--- src/rtl/axi_lite_req_arbiter.sv ---
// axi_lite_req_arbiter
//   Shares one AXI-Lite master port between N_REQ local requesters. Each
//   requester presents a complete single-beat read or write command. The block
//   grants round-robin, runs the AXI-Lite channels for that command and then
//   pulses a completion back to the same requester. Only one transaction is
//   ever in flight on the bus.
//
// Ports
//   aclk, areset          clock (rising edge) and synchronous active-high reset
//   req_valid/req_ready   per-requester command valid / one-hot accept pulse
//   req_write             per-requester 1 = write, 0 = read
//   req_addr/wdata/wstrb  packed per-requester command fields (slice i = req i)
//   rsp_valid             one-hot, one-cycle completion pulse
//   rsp_rdata             read data of the last completed read
//   rsp_err               resp[1] of the completed transaction (valid with rsp_valid)
//   busy                  high whenever the sequencer is not idle
//   grant_id              current or last granted requester
//   aw*/w*/b*/ar*/r*      AXI-Lite master channels
module axi_lite_req_arbiter #(
  parameter int N_REQ  = 2,
  parameter int ADDR_W = 32,
  parameter int DATA_W = 32,
  localparam int STRB_W = DATA_W / 8,
  localparam int ID_W   = (N_REQ > 1) ? $clog2(N_REQ) : 1
) (
  input  logic                       aclk,
  input  logic                       areset,
  input  logic [N_REQ-1:0]           req_valid,
  output logic [N_REQ-1:0]           req_ready,
  input  logic [N_REQ-1:0]           req_write,
  input  logic [N_REQ*ADDR_W-1:0]    req_addr,
  input  logic [N_REQ*DATA_W-1:0]    req_wdata,
  input  logic [N_REQ*STRB_W-1:0]    req_wstrb,
  output logic [N_REQ-1:0]           rsp_valid,
  output logic [DATA_W-1:0]          rsp_rdata,
  output logic                       rsp_err,
  output logic                       busy,
  output logic [ID_W-1:0]            grant_id,
  output logic                       awvalid,
  output logic [ADDR_W-1:0]          awaddr,
  input  logic                       awready,
  output logic                       wvalid,
  output logic [DATA_W-1:0]          wdata,
  output logic [STRB_W-1:0]          wstrb,
  input  logic                       wready,
  input  logic                       bvalid,
  input  logic [1:0]                 bresp,
  output logic                       bready,
  output logic                       arvalid,
  output logic [ADDR_W-1:0]          araddr,
  input  logic                       arready,
  input  logic                       rvalid,
  input  logic [DATA_W-1:0]          rdata,
  input  logic [1:0]                 rresp,
  output logic                       rready
);

  localparam logic [2:0] IDLE    = 3'd0;
  localparam logic [2:0] WR_REQ  = 3'd1;
  localparam logic [2:0] WR_RESP = 3'd2;
  localparam logic [2:0] RD_REQ  = 3'd3;
  localparam logic [2:0] RD_RESP = 3'd4;
  localparam logic [2:0] DONE    = 3'd5;

  localparam logic [ID_W:0]   N_REQ_W = (ID_W + 1)'(N_REQ);
  localparam logic [ID_W-1:0] LAST_ID = ID_W'(N_REQ - 1);

  logic [2:0]      state_reg;
  logic [ID_W-1:0] rr_ptr_reg;

  // Per-requester views of the packed command buses.
  logic [ADDR_W-1:0] addr_arr  [N_REQ];
  logic [DATA_W-1:0] wdata_arr [N_REQ];
  logic [STRB_W-1:0] wstrb_arr [N_REQ];

  for (genvar gi = 0; gi < N_REQ; gi++) begin : g_unpack
    assign addr_arr[gi]  = req_addr[gi*ADDR_W +: ADDR_W];
    assign wdata_arr[gi] = req_wdata[gi*DATA_W +: DATA_W];
    assign wstrb_arr[gi] = req_wstrb[gi*STRB_W +: STRB_W];
  end

  // Round-robin scan: first valid requester at or after rr_ptr, wrapping.
  logic            found;
  logic [ID_W-1:0] grant_idx;
  logic [ID_W:0]   scan_idx;

  always_comb begin
    found     = 1'b0;
    grant_idx = '0;
    scan_idx  = '0;
    for (int k = 0; k < N_REQ; k++) begin
      scan_idx = {1'b0, rr_ptr_reg} + (ID_W + 1)'(k);
      if (scan_idx >= N_REQ_W) begin
        scan_idx = scan_idx - N_REQ_W;
      end
      if (!found && req_valid[scan_idx[ID_W-1:0]]) begin
        found     = 1'b1;
        grant_idx = scan_idx[ID_W-1:0];
      end
    end
  end

  assign req_ready = (state_reg == IDLE && found) ? (N_REQ'(1) << grant_idx) : '0;
  assign rsp_valid = (state_reg == DONE) ? (N_REQ'(1) << grant_id) : '0;
  assign busy      = (state_reg != IDLE);

  // Only resp[1] distinguishes OKAY/EXOKAY from SLVERR/DECERR.
  logic unused_resp_bits;
  assign unused_resp_bits = ^{bresp[0], rresp[0]};

  always_ff @(posedge aclk) begin
    if (areset) begin
      state_reg  <= IDLE;
      rr_ptr_reg <= '0;
      grant_id   <= '0;
      awvalid    <= 1'b0;
      wvalid     <= 1'b0;
      bready     <= 1'b0;
      arvalid    <= 1'b0;
      rready     <= 1'b0;
      awaddr     <= '0;
      araddr     <= '0;
      wdata      <= '0;
      wstrb      <= '0;
      rsp_rdata  <= '0;
      rsp_err    <= 1'b0;
    end else begin
      case (state_reg)
        IDLE: begin
          if (found) begin
            grant_id   <= grant_idx;
            rr_ptr_reg <= (grant_idx == LAST_ID) ? '0 : grant_idx + ID_W'(1);
            awaddr     <= addr_arr[grant_idx];
            araddr     <= addr_arr[grant_idx];
            wdata      <= wdata_arr[grant_idx];
            wstrb      <= wstrb_arr[grant_idx];
            if (req_write[grant_idx]) begin
              awvalid   <= 1'b1;
              wvalid    <= 1'b1;
              state_reg <= WR_REQ;
            end else begin
              arvalid   <= 1'b1;
              state_reg <= RD_REQ;
            end
          end
        end
        WR_REQ: begin
          // AW and W complete independently; move on once neither is pending.
          awvalid <= awvalid & ~awready;
          wvalid  <= wvalid & ~wready;
          if ((!awvalid || awready) && (!wvalid || wready)) begin
            bready    <= 1'b1;
            state_reg <= WR_RESP;
          end
        end
        WR_RESP: begin
          if (bvalid) begin
            bready    <= 1'b0;
            rsp_err   <= bresp[1];
            state_reg <= DONE;
          end
        end
        RD_REQ: begin
          if (arready) begin
            arvalid   <= 1'b0;
            rready    <= 1'b1;
            state_reg <= RD_RESP;
          end
        end
        RD_RESP: begin
          if (rvalid) begin
            rready    <= 1'b0;
            rsp_rdata <= rdata;
            rsp_err   <= rresp[1];
            state_reg <= DONE;
          end
        end
        DONE: begin
          state_reg <= IDLE;
        end
        default: begin
          state_reg <= IDLE;
        end
      endcase
    end
  end

endmodule
--- config.mk ---
export PLATFORM = sky130hd
export DESIGN_NAME = axi_lite_req_arbiter
export DESIGN_NICKNAME = d
export VERILOG_FILES = /design/src/rtl/axi_lite_req_arbiter.sv
export SDC_FILE = /design/constraint.sdc
export NUM_CORES = 1
export LEC_CHECK = 0
export BUFFER_PORTS_ARGS = -buffer_cell sky130_fd_sc_hd__buf_2
export CAP_MARGIN = 20
export CORE_AREA = 2 2 127 129
export DETAILED_ROUTE_END_ITERATION = 8
export DIE_AREA = 0 0 129 131
export GPL_TIMING_DRIVEN = 0
export PLACE_DENSITY = 0.65
export SLEW_MARGIN = 10
export SYNTH_ARGS = -nofsm -noshare
export SYNTH_HDL_FRONTEND = slang
export SYNTH_SLANG_ARGS = --single-unit
--- constraint.sdc ---
create_clock -name aclk -period 1.8 [get_ports aclk]
set_input_delay 0 -clock aclk [delete_from_list [all_inputs] [get_ports aclk]]
set_output_delay 0 -clock aclk [all_outputs]
set_load 0.02 [all_outputs]
==> reports/metrics.cfg <==
[run_status]
status=complete, no violations

[routing]
routed-wl-met3_um=1510
wl_met2_um=10200
wl_um=20400
wl_met1_um=7840
top_layer=met4
drt_iter0_drc=266
ant_nets=0
drc=0
first_pass_iters=5
viasPerCell=4.74
routedWlPerCell_um=15.9
vias=6103

[min_path]
worst_hold_path_type=in2reg

[clock_tree]
cts_buffers=9
cts_tree=built
cts_buffer_depth=2
clock-root-buffer=clkbuf_16
path_clk_slew_ps=80
htree_levels=3
clkSinkCount=111
clock_latency_ps=350

[global_route]
grt-ovfl-total=0
gr-usage-all-layers_pct=22.3
grt_start_max_net_pins=20
antenna_found_initial=0
grt_pass1_vias=5864
grt_first_pass_wirelength_um=29300

[yosys]
ys_seq_elements=111
synth_top_area_share_pct=47.9
synth_top_cell_by_area=dfxtp_1
synth_area_um2=4640
synth_fp_nets=739
syn-mean-instance-area_um2=8.34
synthTopCellsByArea=dfxtp_1 (48%), a21oi_1 (12%), nand2_1 (11%)
synth_cell_type_count=36
ys_warn_count=0
synthCells=556
seq_area_frac_synth_pct=47.9

[power]
power_leakage_uw=0.00404
peakVddDrop_v=0.000627
power.total_uw=10900
p_per_area_nw_per_um2=1260

[timing]
finalMaxSlewViolations=0
tightest_slew_ps=733
fin_worst_skew_ps=10.1
rsz0062_at_grt=yes
hold_violations=0
period_share_pct=100
worst_slack_ps=0.317
relSlewSlack_pct=50.8
finalSetupViolations=0
max_freq_mhz=556
period_needed_ps=1800

[finish]
nFillCells=1398
fin_nets=1249
fin_area_um2=8620
drive_above_1_share_pct=38.5
fin_util_pct=55.2
multi_input_area_um2=1920
num_antenna_cells=0
seqCellArea_um2=2220
area_growth_pct=85.7
reg_top3=araddr x32, rsp_rdata x32, wdata x32

[critical_path]
cp.required_ps=2070
crit_chain=nor3_4 -> o21ai_1 -> buf_1 -> nand2_1 -> a21oi_1
end_kind=flop
crit_arrival_ps=2070
cpPeakStageDelay_ps=500
critical_path_class=reg2reg
crit_family=compound AO/OA/AOI/OAI gates
start_kind=flop
critPathBufInv=1
worst-r2r-setup-slack_ps=0.3
cp_max_fo=10
cp_slowest_cell=dfxtp_1

[floorplanning]
die_area_um2=16900
fp.coreArea_um2=15600
die_height_um=131
io_pins=327
start_util_pct=29.7
rows=46
dieWidth_um=129

[place]
gp_congestion=0.842
place_ws_ps=-193
place_area_um2=6530
place_hpwl_um=12900
portBuffers=324

[run]
cap_violations=0

logic make-up after synthesis:
| family | Yosys count | synth area share (%) |
|---|---|---|
| AO/OA/AOI/OAI | 193 | 25.3 |
| AND/OR/NAND/NOR | 166 | 15.2 |
| flip-flops | 111 | 47.9 |
| buffers and inverters | 83 | 10.9 |
| multiplexers | 3 | 0.674 |
worst paths after layout:
| kind | startpoint | endpoint | cells after the start |
|---|---|---|---|
| max | state_reg[1] | wdata[16] | 5 |
| min | req_wdata[19] | wdata[19] | 3 |
| min reg2reg | wdata[12] | wdata[12] | 2 |
| max reg2reg | state_reg[1] | wdata[16] | 5 |
report_power, final:
| part | internal [µW] | leakage [µW] | switching [µW] | total (µW) |
|---|---|---|---|---|
| clock network | 1100 | 0.000144 | 977 | 2080 |
| registers | 3040 | 0.000907 | 377 | 3420 |
| logic | 2180 | 0.00299 | 3190 | 5380 |
cells in the mapped netlist (all sizes together):
library cell	count
a211o	1
a22o	1
a211oi	2
nor2	8
nor3b	1
mux2i	2
a21oi	107
dfxtp	111
inv	7
o221ai	1
o31ai	1
nand2b	4
a2bb2oi	1
nor2b	1
a22oi	69
and4b	1
nor4b	2
and2	1
nor4bb	1
nand2	141
o21ai	6
clkbuf	26
nor3	3
nand3b	2
a21bo	1
a31oi	1
nand3	1
mux2	1
o32ai	2
buf	50
cell type report:
cell class / instances / share of cell area, %
repair buffers: 499 / 39.0
inverters: 7 / 0.305
clock buffers: 9 / 2.61
flip-flops and latches: 111 / 25.8
well taps: 216 / 3.14
clock inverters: 7 / 0.958
multi-input cells: 362 / 22.3
plain buffers: 76 / 5.85
routing by layer:
layer,track usage [%],vias to the layer above
met1,24.1,2785
li1,-,2916
met4,10.6,0
met5,0,-
met2,40.4,326
met3,6.47,76
metrics by stage:
stage	TNS [ps]	std cells	hold WS, ps
final	0	1287	8.80
after global placement	-4870	1096	243
after detailed placement	-5710	1096	247
after CTS	-88.9	1282	1.36
after global routing	-1440	1287	11.9
after floorplan	0	556	136
cell usage in the layout (no fill, tap or decap), types with 7 or more instances in the layout:
master | netlist | final
buf_2 | 10 | 328
dlygate4sd3_1 | 0 | 167
nand2_1 | 141 | 141
dfxtp_1 | 111 | 110
a21oi_1 | 107 | 107
a22oi_1 | 69 | 69
buf_4 | 32 | 39
clkbuf_1 | 26 | 17
buf_6 | 8 | 11
clkbuf_16 | 0 | 9
nor2_1 | 7 | 7
worst reg2reg max path: cells and delay by family, from the launching register on:
family	cells	cell delay, ps
AND/OR/NAND/NOR	2	180
buffers and inverters	1	480
flip-flops	1	500
AO/OA/AOI/OAI	2	560
timing repair:
action / 4_1_cts / 5_1_grt
pin swaps: 2 / 3
endpoints found under the hold margin: 103 / 0
endpoints found under the setup margin: 87 / 100
buffers inserted: 3 / 5
hold buffers: 167 / 0
gates resized for setup: 2 / 25
(Power assumes the default switching activity.)
